<file path="config.mk">
export PLATFORM = sky130hd
export DESIGN_NAME = rng_range
export DESIGN_NICKNAME = d
export VERILOG_FILES = /design/src/rtl/rng_pkg.sv /design/src/rtl/rng_range_lfsr_core.sv /design/src/rtl/rng_range.sv
export SDC_FILE = /design/constraint.sdc
export NUM_CORES = 1
export LEC_CHECK = 0
export CAP_MARGIN = 20
export CELL_PAD_IN_SITES_DETAIL_PLACEMENT = 2
export CELL_PAD_IN_SITES_GLOBAL_PLACEMENT = 2
export CORE_UTILIZATION = 29
export CTS_BUF_LIST = sky130_fd_sc_hd__clkbuf_8
export DETAILED_ROUTE_END_ITERATION = 6
export PLACE_DENSITY = 0.84
export RECOVER_POWER = 50
export SKIP_LAST_GASP = 1
export SYNTH_ARGS = -nofsm -noshare
export SYNTH_HDL_FRONTEND = slang
export SYNTH_SLANG_ARGS = --single-unit
</file>
<file path="constraint.sdc">
create_clock -name clk_i -period 2.1 [get_ports clk_i]
set_input_delay 0.525 -clock clk_i [delete_from_list [all_inputs] [get_ports clk_i]]
set_output_delay 0.525 -clock clk_i [all_outputs]
set_load 0.005 [all_outputs]
</file>
<file path="src/rtl/rng_pkg.sv">
// Shared types and helpers for the ranged random source.
// LFSR tap table, draw FSM state and counter sizing.
package rng_pkg;

  typedef enum logic {
    IDLE = 1'b0,
    DRAW = 1'b1
  } state_e;

  localparam int TRIES_W_DEF = $clog2(8);

  // Maximal-length Fibonacci masks, MSB-first tap numbering.
  function automatic logic [15:0] lfsr_taps(input int width);
    logic [15:0] t;
    case (width)
      3:       t = 16'h0006;
      4:       t = 16'h000C;
      5:       t = 16'h0014;
      6:       t = 16'h0030;
      7:       t = 16'h0060;
      8:       t = 16'h00B8;
      9:       t = 16'h0110;
      10:      t = 16'h0240;
      11:      t = 16'h0500;
      12:      t = 16'h0829;
      13:      t = 16'h100D;
      14:      t = 16'h2015;
      15:      t = 16'h6000;
      16:      t = 16'hD008;
      default: t = 16'h0000;
    endcase
    return t;
  endfunction

  function automatic int cnt_w(input int n);
    return (n > 1) ? $clog2(n) : 1;
  endfunction

endpackage

</file>
<file path="src/rtl/rng_range_lfsr_core.sv">
// Fibonacci LFSR with seed load taking priority over step.
// A zero seed is replaced by SEED so the lock-up state never appears.
module lfsr_core
  import rng_pkg::*;
#(
  parameter int               WIDTH = 8,
  parameter logic [WIDTH-1:0] SEED  = WIDTH'(1)
) (
  input  logic             clk_i,
  input  logic             rst_i,
  input  logic             step_i,
  input  logic             load_i,
  input  logic [WIDTH-1:0] seed_i,
  output logic [WIDTH-1:0] state_o
);

  localparam logic [15:0]      TAPS16 = lfsr_taps(WIDTH);
  localparam logic [WIDTH-1:0] TAPS   = TAPS16[WIDTH-1:0];

  logic [WIDTH-1:0] state_q;
  logic [WIDTH-1:0] state_d;

  always_comb begin
    state_d = state_q;
    if (load_i) begin
      state_d = (seed_i == '0) ? SEED : seed_i;
    end else if (step_i) begin
      state_d = {state_q[WIDTH-2:0], ^(state_q & TAPS)};
    end
  end

  always_ff @(posedge clk_i) begin
    if (rst_i) begin
      state_q <= SEED;
    end else begin
      state_q <= state_d;
    end
  end

  assign state_o = state_q;

endmodule

</file>
<file path="src/rtl/rng_range.sv">
// LFSR random source with a request/valid draw engine returning
// a value in 0..max_i by bounded rejection sampling.
module rng_range
  import rng_pkg::*;
#(
  parameter int               WIDTH     = 8,
  parameter int               OUT_W     = 4,
  parameter logic [WIDTH-1:0] SEED      = WIDTH'(1),
  parameter int               MAX_TRIES = 8
) (
  input  logic             clk_i,
  input  logic             rst_i,
  input  logic             en_i,
  input  logic             seed_load_i,
  input  logic [WIDTH-1:0] seed_i,
  input  logic             req_i,
  input  logic [OUT_W-1:0] max_i,
  output logic [WIDTH-1:0] lfsr_o,
  output logic             busy_o,
  output logic             valid_o,
  output logic [OUT_W-1:0] value_o,
  output logic             fb_o
);

  localparam int TRIES_W = cnt_w(MAX_TRIES);
  localparam logic [TRIES_W-1:0] LAST_TRY = TRIES_W'(MAX_TRIES - 1);

  state_e             state_q, state_d;
  logic [OUT_W-1:0]   max_q, max_d;
  logic [TRIES_W-1:0] tries_q, tries_d;
  logic               busy_q, busy_d;
  logic               valid_q, valid_d;
  logic [OUT_W-1:0]   value_q, value_d;
  logic               fb_q, fb_d;

  logic [WIDTH-1:0]   lfsr;
  logic [OUT_W-1:0]   cand;
  logic               step;

  assign cand = lfsr[OUT_W-1:0];

  // Accept edge never steps; a seed load freezes the draw for one edge.
  assign step = !seed_load_i &&
                ((state_q == DRAW) || (en_i && !req_i));

  lfsr_core #(
    .WIDTH (WIDTH),
    .SEED  (SEED)
  ) u_lfsr (
    .clk_i   (clk_i),
    .rst_i   (rst_i),
    .step_i  (step),
    .load_i  (seed_load_i),
    .seed_i  (seed_i),
    .state_o (lfsr)
  );

  always_comb begin
    state_d = state_q;
    max_d   = max_q;
    tries_d = tries_q;
    busy_d  = busy_q;
    valid_d = 1'b0;
    value_d = value_q;
    fb_d    = fb_q;
    unique case (state_q)
      IDLE: begin
        if (req_i) begin
          state_d = DRAW;
          max_d   = max_i;
          tries_d = '0;
          busy_d  = 1'b1;
        end
      end
      DRAW: begin
        if (!seed_load_i) begin
          if (cand <= max_q) begin
            value_d = cand;
            fb_d    = 1'b0;
            valid_d = 1'b1;
            busy_d  = 1'b0;
            state_d = IDLE;
          end else if (tries_q == LAST_TRY) begin
            value_d = '0;
            fb_d    = 1'b1;
            valid_d = 1'b1;
            busy_d  = 1'b0;
            state_d = IDLE;
          end else begin
            tries_d = tries_q + 1'b1;
          end
        end
      end
      default: state_d = IDLE;
    endcase
  end

  always_ff @(posedge clk_i) begin
    if (rst_i) begin
      state_q <= IDLE;
      max_q   <= '0;
      tries_q <= '0;
      busy_q  <= 1'b0;
      valid_q <= 1'b0;
      value_q <= '0;
      fb_q    <= 1'b0;
    end else begin
      state_q <= state_d;
      max_q   <= max_d;
      tries_q <= tries_d;
      busy_q  <= busy_d;
      valid_q <= valid_d;
      value_q <= value_d;
      fb_q    <= fb_d;
    end
  end

  assign lfsr_o  = lfsr;
  assign busy_o  = busy_q;
  assign valid_o = valid_q;
  assign value_o = value_q;
  assign fb_o    = fb_q;

endmodule

</file>
==> flow_metrics.env, run 1 <==
export IMPL_critical_path_max_stage_delay_ps=510
export IMPL_place_area_um2=1670
export IMPL_sequentialPowerShare_pct=44.6
export IMPL_detail_route_vias_per_cell=5.25
export IMPL_post_route_period_util_pct=86.4
export IMPL_cts_resized=0
export IMPL_crit_path_end_kind="output pin"
export IMPL_gpl_final_weighted_congestion=0.794
export IMPL_synth_seq_area_share_pct=37.4
export IMPL_globalRouteOverflowTotal=0
export IMPL_synth_ff_type="dfxtp_1"
export IMPL_portBuffers=31
export IMPL_cp_data_arrival_time_ps=1290
export IMPL_timing_setup_critical_path_class="reg2out"
export IMPL_layout_nets=201
export IMPL_critical_path_buf_inv_count=2
export IMPL_cts_tree="built"
export IMPL_power_leakage_nw=0.728
export IMPL_clock_tree_buffer_depth=2
export IMPL_detailedRoute_firstPassIterationCount=3
export IMPL_first_global_vias=1314
export IMPL_number_of_diodes=0
export IMPL_min_delay_path_class="reg2reg"
export IMPL_postSynth_asyncResetShare_pct=0
export IMPL_die_width_um=67.2
export IMPL_critPathSlowestCell="clkdlybuf4s50_1"
export IMPL_hold_buffers=0
export IMPL_areaGrowthSynthToFinish_pct=38.9
export IMPL_synth_top_area_cell="dfxtp_1"
export IMPL_ir_worst_vdd_mv=0.224
export IMPL_dieHeight_um=67.2
export IMPL_achievable_frequency_ghz=0.551
export IMPL_grt_util_all_layers_pct=19.2
export IMPL_p_sw_mw=0.335
export IMPL_synth_seq_cells=23
export IMPL_detail_route_wirelength_um=3880
export IMPL_worst_path_dominant_cell_family="buffers and inverters"
export IMPL_setup_worst_path_start_class="register"
export IMPL_required_ps=1570
export IMPL_post_route_min_period_ps=1820
export IMPL_crit_fanout=4
export IMPL_setup_violations_final=0
export IMPL_floorplan_core_area_um2=4030
export IMPL_synth_common_cells="dfxtp_1, nand3_1, nand2_1"
export IMPL_worst_slew_pin_slew_ps=396
export IMPL_comb_power_share_pct=30.6
export IMPL_grt_start_max_net_pins=17
export IMPL_power_frac_clock_pct=24.7
export IMPL_place_detailed_hpwl_um=3160
export IMPL_synthTopCellsByArea="dfxtp_1, mux2i_1, ha_1"
export IMPL_max_cap_viol_count=0
export IMPL_gr_usage_met2_pct=34.6
export IMPL_gr_usage_met1_pct=23.4
export IMPL_max_slew_margin_rel_pct=73.6
export IMPL_netlist_cell_type_count=34
export IMPL_worst_clock_skew_ps=2.84
export IMPL_boundaryPins=32
export IMPL_rows=23
export IMPL_final_setup_tns_ps=0
export IMPL_post_cts_repair_setup_buffers=0
export IMPL_power_share_switching_pct=30.2
export IMPL_synth_cells=135
export IMPL_cts_root_buf="clkbuf_8"
export IMPL_first_pass_grt_wire_length_um=6440
export IMPL_insertion_delay_ps=260
export IMPL_initial_drc_count=29
export IMPL_synth_yosys_warnings=0
export IMPL_clkTransAtPathRegs_ps=80
export IMPL_power_per_cell_area_nw_per_um2=648
export IMPL_numCtsBuffers=3
export IMPL_die_area_um2=4510
export IMPL_post_synth_edffs=0
export IMPL_hold_violations=0
export IMPL_final_area_um2=1710
export IMPL_wl_per_cell_um=17.1
export IMPL_outcome="finished clean"
export IMPL_power_internal_mw=0.774
export IMPL_ctsHtreeMaxLevel=1
export IMPL_starting_density_of_the_core_pct=30.6
export IMPL_syn_num_nets=158
export IMPL_maxSlewViolCount=0
export IMPL_avgSynthCellArea_um2=9.13
export IMPL_synth_top_cell_area_share_pct=37.4
export IMPL_layout_drive_gt1_share_pct=14.1
export IMPL_syn_area_um2=1230
export IMPL_detail_route_drc_violations=0
export IMPL_grt_busiest_layer="met2"
export IMPL_power_total_mw=1.11
export IMPL_ant_nets=0
export IMPL_num_vias=1191
export IMPL_layout_core_utilization_pct=42.5
export IMPL_cp_cell_sequence="buf_4, clkdlybuf4s50_1"
export IMPL_most_instantiated_library_cell_after_synthesis="dfxtp_1"
export IMPL_numClockSinks=23
export IMPL_met3_use_gr_pct=3.04
export IMPL_grt_antenna_before_repair=0
export IMPL_rsz0062_at_grt="no"
[state kept, by name (all words and copies together), names as in the netlist]
name            count
busy_o              1
fb_o                1
max_q               4
state_q             1
tries_q             3
u_lfsr.state_o      8
valid_o             1
value_o             4
[metrics by stage]
| stage | instances | hold WS [ps] | setup slack, ps |
|---|---|---|---|
| final | 227 | 475 | 285 |
| after global routing | 227 | 506 | 158 |
| after CTS | 227 | 482 | 278 |
| after detailed placement | 223 | 465 | 60.6 |
| after global placement | 223 | 451 | 129 |
| after floorplan | 135 | 436 | 384 |
[routing by layer]
metal  routed length, µm  vias up  part of all wire, %
met1                1670      588                   43
met4                  44        0                  1.1
li1                    -      577                    -
met3                  99        6                  2.6
met2                2070       20                   53
met5                   0        -                    0
[power by group through the flow]
stage                     sequential [mW]  combinational [mW]  clock, mW
final                               0.495               0.340      0.275
after detailed placement            0.507               0.344          0
after CTS                           0.497               0.350      0.286
after global routing                0.501               0.369      0.302
after floorplan                     0.507               0.170          0
after global placement              0.504               0.326          0
[layout by cell type (no fill, tap or decap), types with 7 or more instances in the layout]
cell type        instances
nand3_1                 14
clkdlybuf4s50_1         22
nor2_1                   9
dlygate4sd3_1            9
mux2i_1                  9
inv_1                    7
a211oi_1                 9
o21ai_0                  7
buf_4                   12
nand2_1                 11
dfxtp_1                 23
[worst reg2reg max path, stage by stage, from the launching register on]
cell and delay (ps):
dfxtp_1 340, inv_1 50, ha_1 340, and4_2 300, nor3_2 200, o21a_4 180
mux2_4 290
[worst paths after layout]
path,start,to,slack (ps),depth (start not counted)
hold reg to reg,max_q[2]$_SDFFE_PP0P_,max_q[2]$_SDFFE_PP0P_,480,2
hold / removal,max_q[2]$_SDFFE_PP0P_,max_q[2]$_SDFFE_PP0P_,480,2
setup / recovery,u_lfsr.state_o[1]$_SDFFE_PP0P_,lfsr_o[1],280,2
setup reg to reg,max_q[3]$_SDFFE_PP0P_,tries_q[0]$_SDFFE_PP0P_,290,6
[cells by family after synthesis]
| logic type | synth area share, % |
|---|---|
| mux | 8.53 |
| compound gates | 18.8 |
| flops | 37.4 |
| fa+ha+maj | 6.09 |
| simple gates | 22.8 |
| xor+xnor | 2.13 |
| buf+inv | 4.26 |
[layout make-up]
cell class              count  area, µm²
well taps                  50       62.6
flip-flops and latches     23        460
clock inverters             1       3.75
fillers                   451       2320
inverters                   6       22.5
clock buffers               3       41.3
repair buffers             44        405
multi-input cells         100        716
(Power assumes the default switching activity.)
==> run 2, diff against run 1 <==
Clock period 2.1 ns to 2 ns, I/O delays scaled along.
==> flow_metrics.env, run 2 (synthesis gave the netlist of run 1 again) <==
export IMPL_gpl_final_weighted_congestion=0.791
export IMPL_crit_fanout=5
export IMPL_maxSlewViolCount=0
export IMPL_insertion_delay_ps=270
export IMPL_power_leakage_nw=0.729
export IMPL_rows=23
export IMPL_largest_register_ffs=8
export IMPL_power_internal_mw=0.818
export IMPL_p_sw_mw=0.358
export IMPL_layout_drive_gt1_share_pct=13.6
export IMPL_die_width_um=67.2
export IMPL_instances_no_fill=226
export IMPL_detailedRoute_firstPassIterationCount=3
export IMPL_starting_density_of_the_core_pct=30.6
export IMPL_number_of_fill_cells_in_the_layout=451
export IMPL_power_share_switching_pct=30.5
export IMPL_required_ps=2170
export IMPL_max_cap_viol_count=0
export IMPL_ctsHtreeMaxLevel=1
export IMPL_layout_core_utilization_pct=42.7
export IMPL_dieHeight_um=67.2
export IMPL_numClockSinks=23
export IMPL_setup_violations_final=0
export IMPL_worst_slew_pin_slew_ps=398
export IMPL_crit_path_end_kind="register"
export IMPL_post_cts_repair_setup_buffers=0
export IMPL_boundaryPins=32
export IMPL_number_of_diodes=0
export IMPL_layout_nets=200
export IMPL_cts_tree="built"
export IMPL_place_detailed_hpwl_um=3230
export IMPL_max_slew_margin_rel_pct=73.5
export IMPL_clkTransAtPathRegs_ps=80
export IMPL_place_inst=222
export IMPL_worst_clock_skew_ps=3.31
export IMPL_layout_cells_most_common="dfxtp_1"
export IMPL_die_area_um2=4510
export IMPL_final_setup_tns_ps=0
export IMPL_portBuffers=31
export IMPL_post_route_period_util_pct=94.5
export IMPL_detail_route_drc_violations=0
export IMPL_detail_route_vias_per_cell=5.25
export IMPL_min_delay_path_class="reg2reg"
export IMPL_cp_data_arrival_time_ps=2060
export IMPL_setup_worst_path_start_class="register"
export IMPL_cts_resized=0
export IMPL_ir_worst_vdd_mv=0.296
export IMPL_detail_route_wirelength_um=4020
export IMPL_clock_tree_buffer_depth=2
export IMPL_hold_violations=0
export IMPL_grt_util_all_layers_pct=20.5
export IMPL_outcome="finished clean"
export IMPL_numCtsBuffers=3
export IMPL_num_vias=1186
export IMPL_sequentialPowerShare_pct=44.3
export IMPL_grt_antenna_before_repair=0
export IMPL_cts_root_buf="clkbuf_8"
export IMPL_power_per_cell_area_nw_per_um2=684
export IMPL_hold_buffers=0
export IMPL_r2r_slack_ps=110
export IMPL_floorplan_core_area_um2=4030
export IMPL_rsz0062_at_grt="no"
export IMPL_grt_start_max_net_pins=17
export IMPL_initial_drc_count=26
export IMPL_globalRouteOverflowTotal=0
export IMPL_post_route_min_period_ps=1890
export IMPL_ant_nets=0
export IMPL_power_frac_clock_pct=25.0
export IMPL_areaGrowthSynthToFinish_pct=39.5
export IMPL_comb_power_share_pct=30.7
export IMPL_wl_per_cell_um=17.8
export IMPL_first_global_vias=1357
export IMPL_timing_setup_critical_path_class="reg2reg"
export IMPL_achievable_frequency_ghz=0.529
export IMPL_first_pass_grt_wire_length_um=6710
export IMPL_layout_common_cells="dfxtp_1, clkdlybuf4s50_1, nand3_1, nand2_1, buf_4"
run 2: changes by cell type in the layout (fill, tap and decap cells not counted), sizes merged:
cell	before	now
clkbuf	4	3
run 2: area by class of cell:
type / instances / area (µm²) / area share, %
Clock inverter: 1 / 3.75 / 0.218
Sequential cell: 23 / 460 / 26.8
Timing Repair Buffer: 43 / 413 / 24.0
Inverter: 6 / 22.5 / 1.31
Multi-Input combinational cell: 100 / 716 / 41.6
Tap cell: 50 / 62.6 / 3.64
Clock buffer: 3 / 41.3 / 2.40
run 2: power by group through the flow:
| stage | registers, mW | logic, mW | clock network [mW] |
|---|---|---|---|
| 2_1_floorplan | 0.533 | 0.179 | 0 |
| 3_3_place_gp | 0.529 | 0.347 | 0 |
| 3_5_place_dp | 0.533 | 0.370 | 0 |
| 4_1_cts | 0.522 | 0.375 | 0.299 |
| 5_1_grt | 0.525 | 0.398 | 0.309 |
| 6_report | 0.521 | 0.361 | 0.294 |
run 2: layer usage:
| layer | share of wire (%) | wire (µm) | track usage, % | vias up |
|---|---|---|---|---|
| li1 | - | - | - | 575 |
| met1 | 43 | 1710 | 24.3 | 584 |
| met2 | 53 | 2140 | 36.8 | 20 |
| met3 | 2.4 | 97 | 3.21 | 7 |
| met4 | 1.6 | 65 | 7.45 | 0 |
| met5 | 0 | 0 | 0 | - |
run 2: worst max-delay path, cell delays in order (launching register included):
cell and delay (ps):
dfxtp_1 350, inv_1 60, ha_1 340, and4_2 310, nor3_2 230, o21a_4 190, mux2_4 290
run 2: worst paths after layout:
path,start,endpoint,cells past startpoint
max,max_q[3]$_SDFFE_PP0P_,tries_q[0]$_SDFFE_PP0P_,6
min,max_q[2]$_SDFFE_PP0P_,max_q[2]$_SDFFE_PP0P_,2
max reg2reg,max_q[3]$_SDFFE_PP0P_,tries_q[0]$_SDFFE_PP0P_,6
min reg2reg,max_q[2]$_SDFFE_PP0P_,max_q[2]$_SDFFE_PP0P_,2
run 2: stage by stage:
step	total power, mW	worst slack (ps)	area [µm²]	hold slack, ps
after CTS	1.20	75.4	1720	480
after global placement	0.876	96.3	1680	451
after global routing	1.23	34.6	1720	502
after floorplan	0.711	284	1230	436
final	1.18	110	1720	477
after detailed placement	0.903	17.0	1680	469
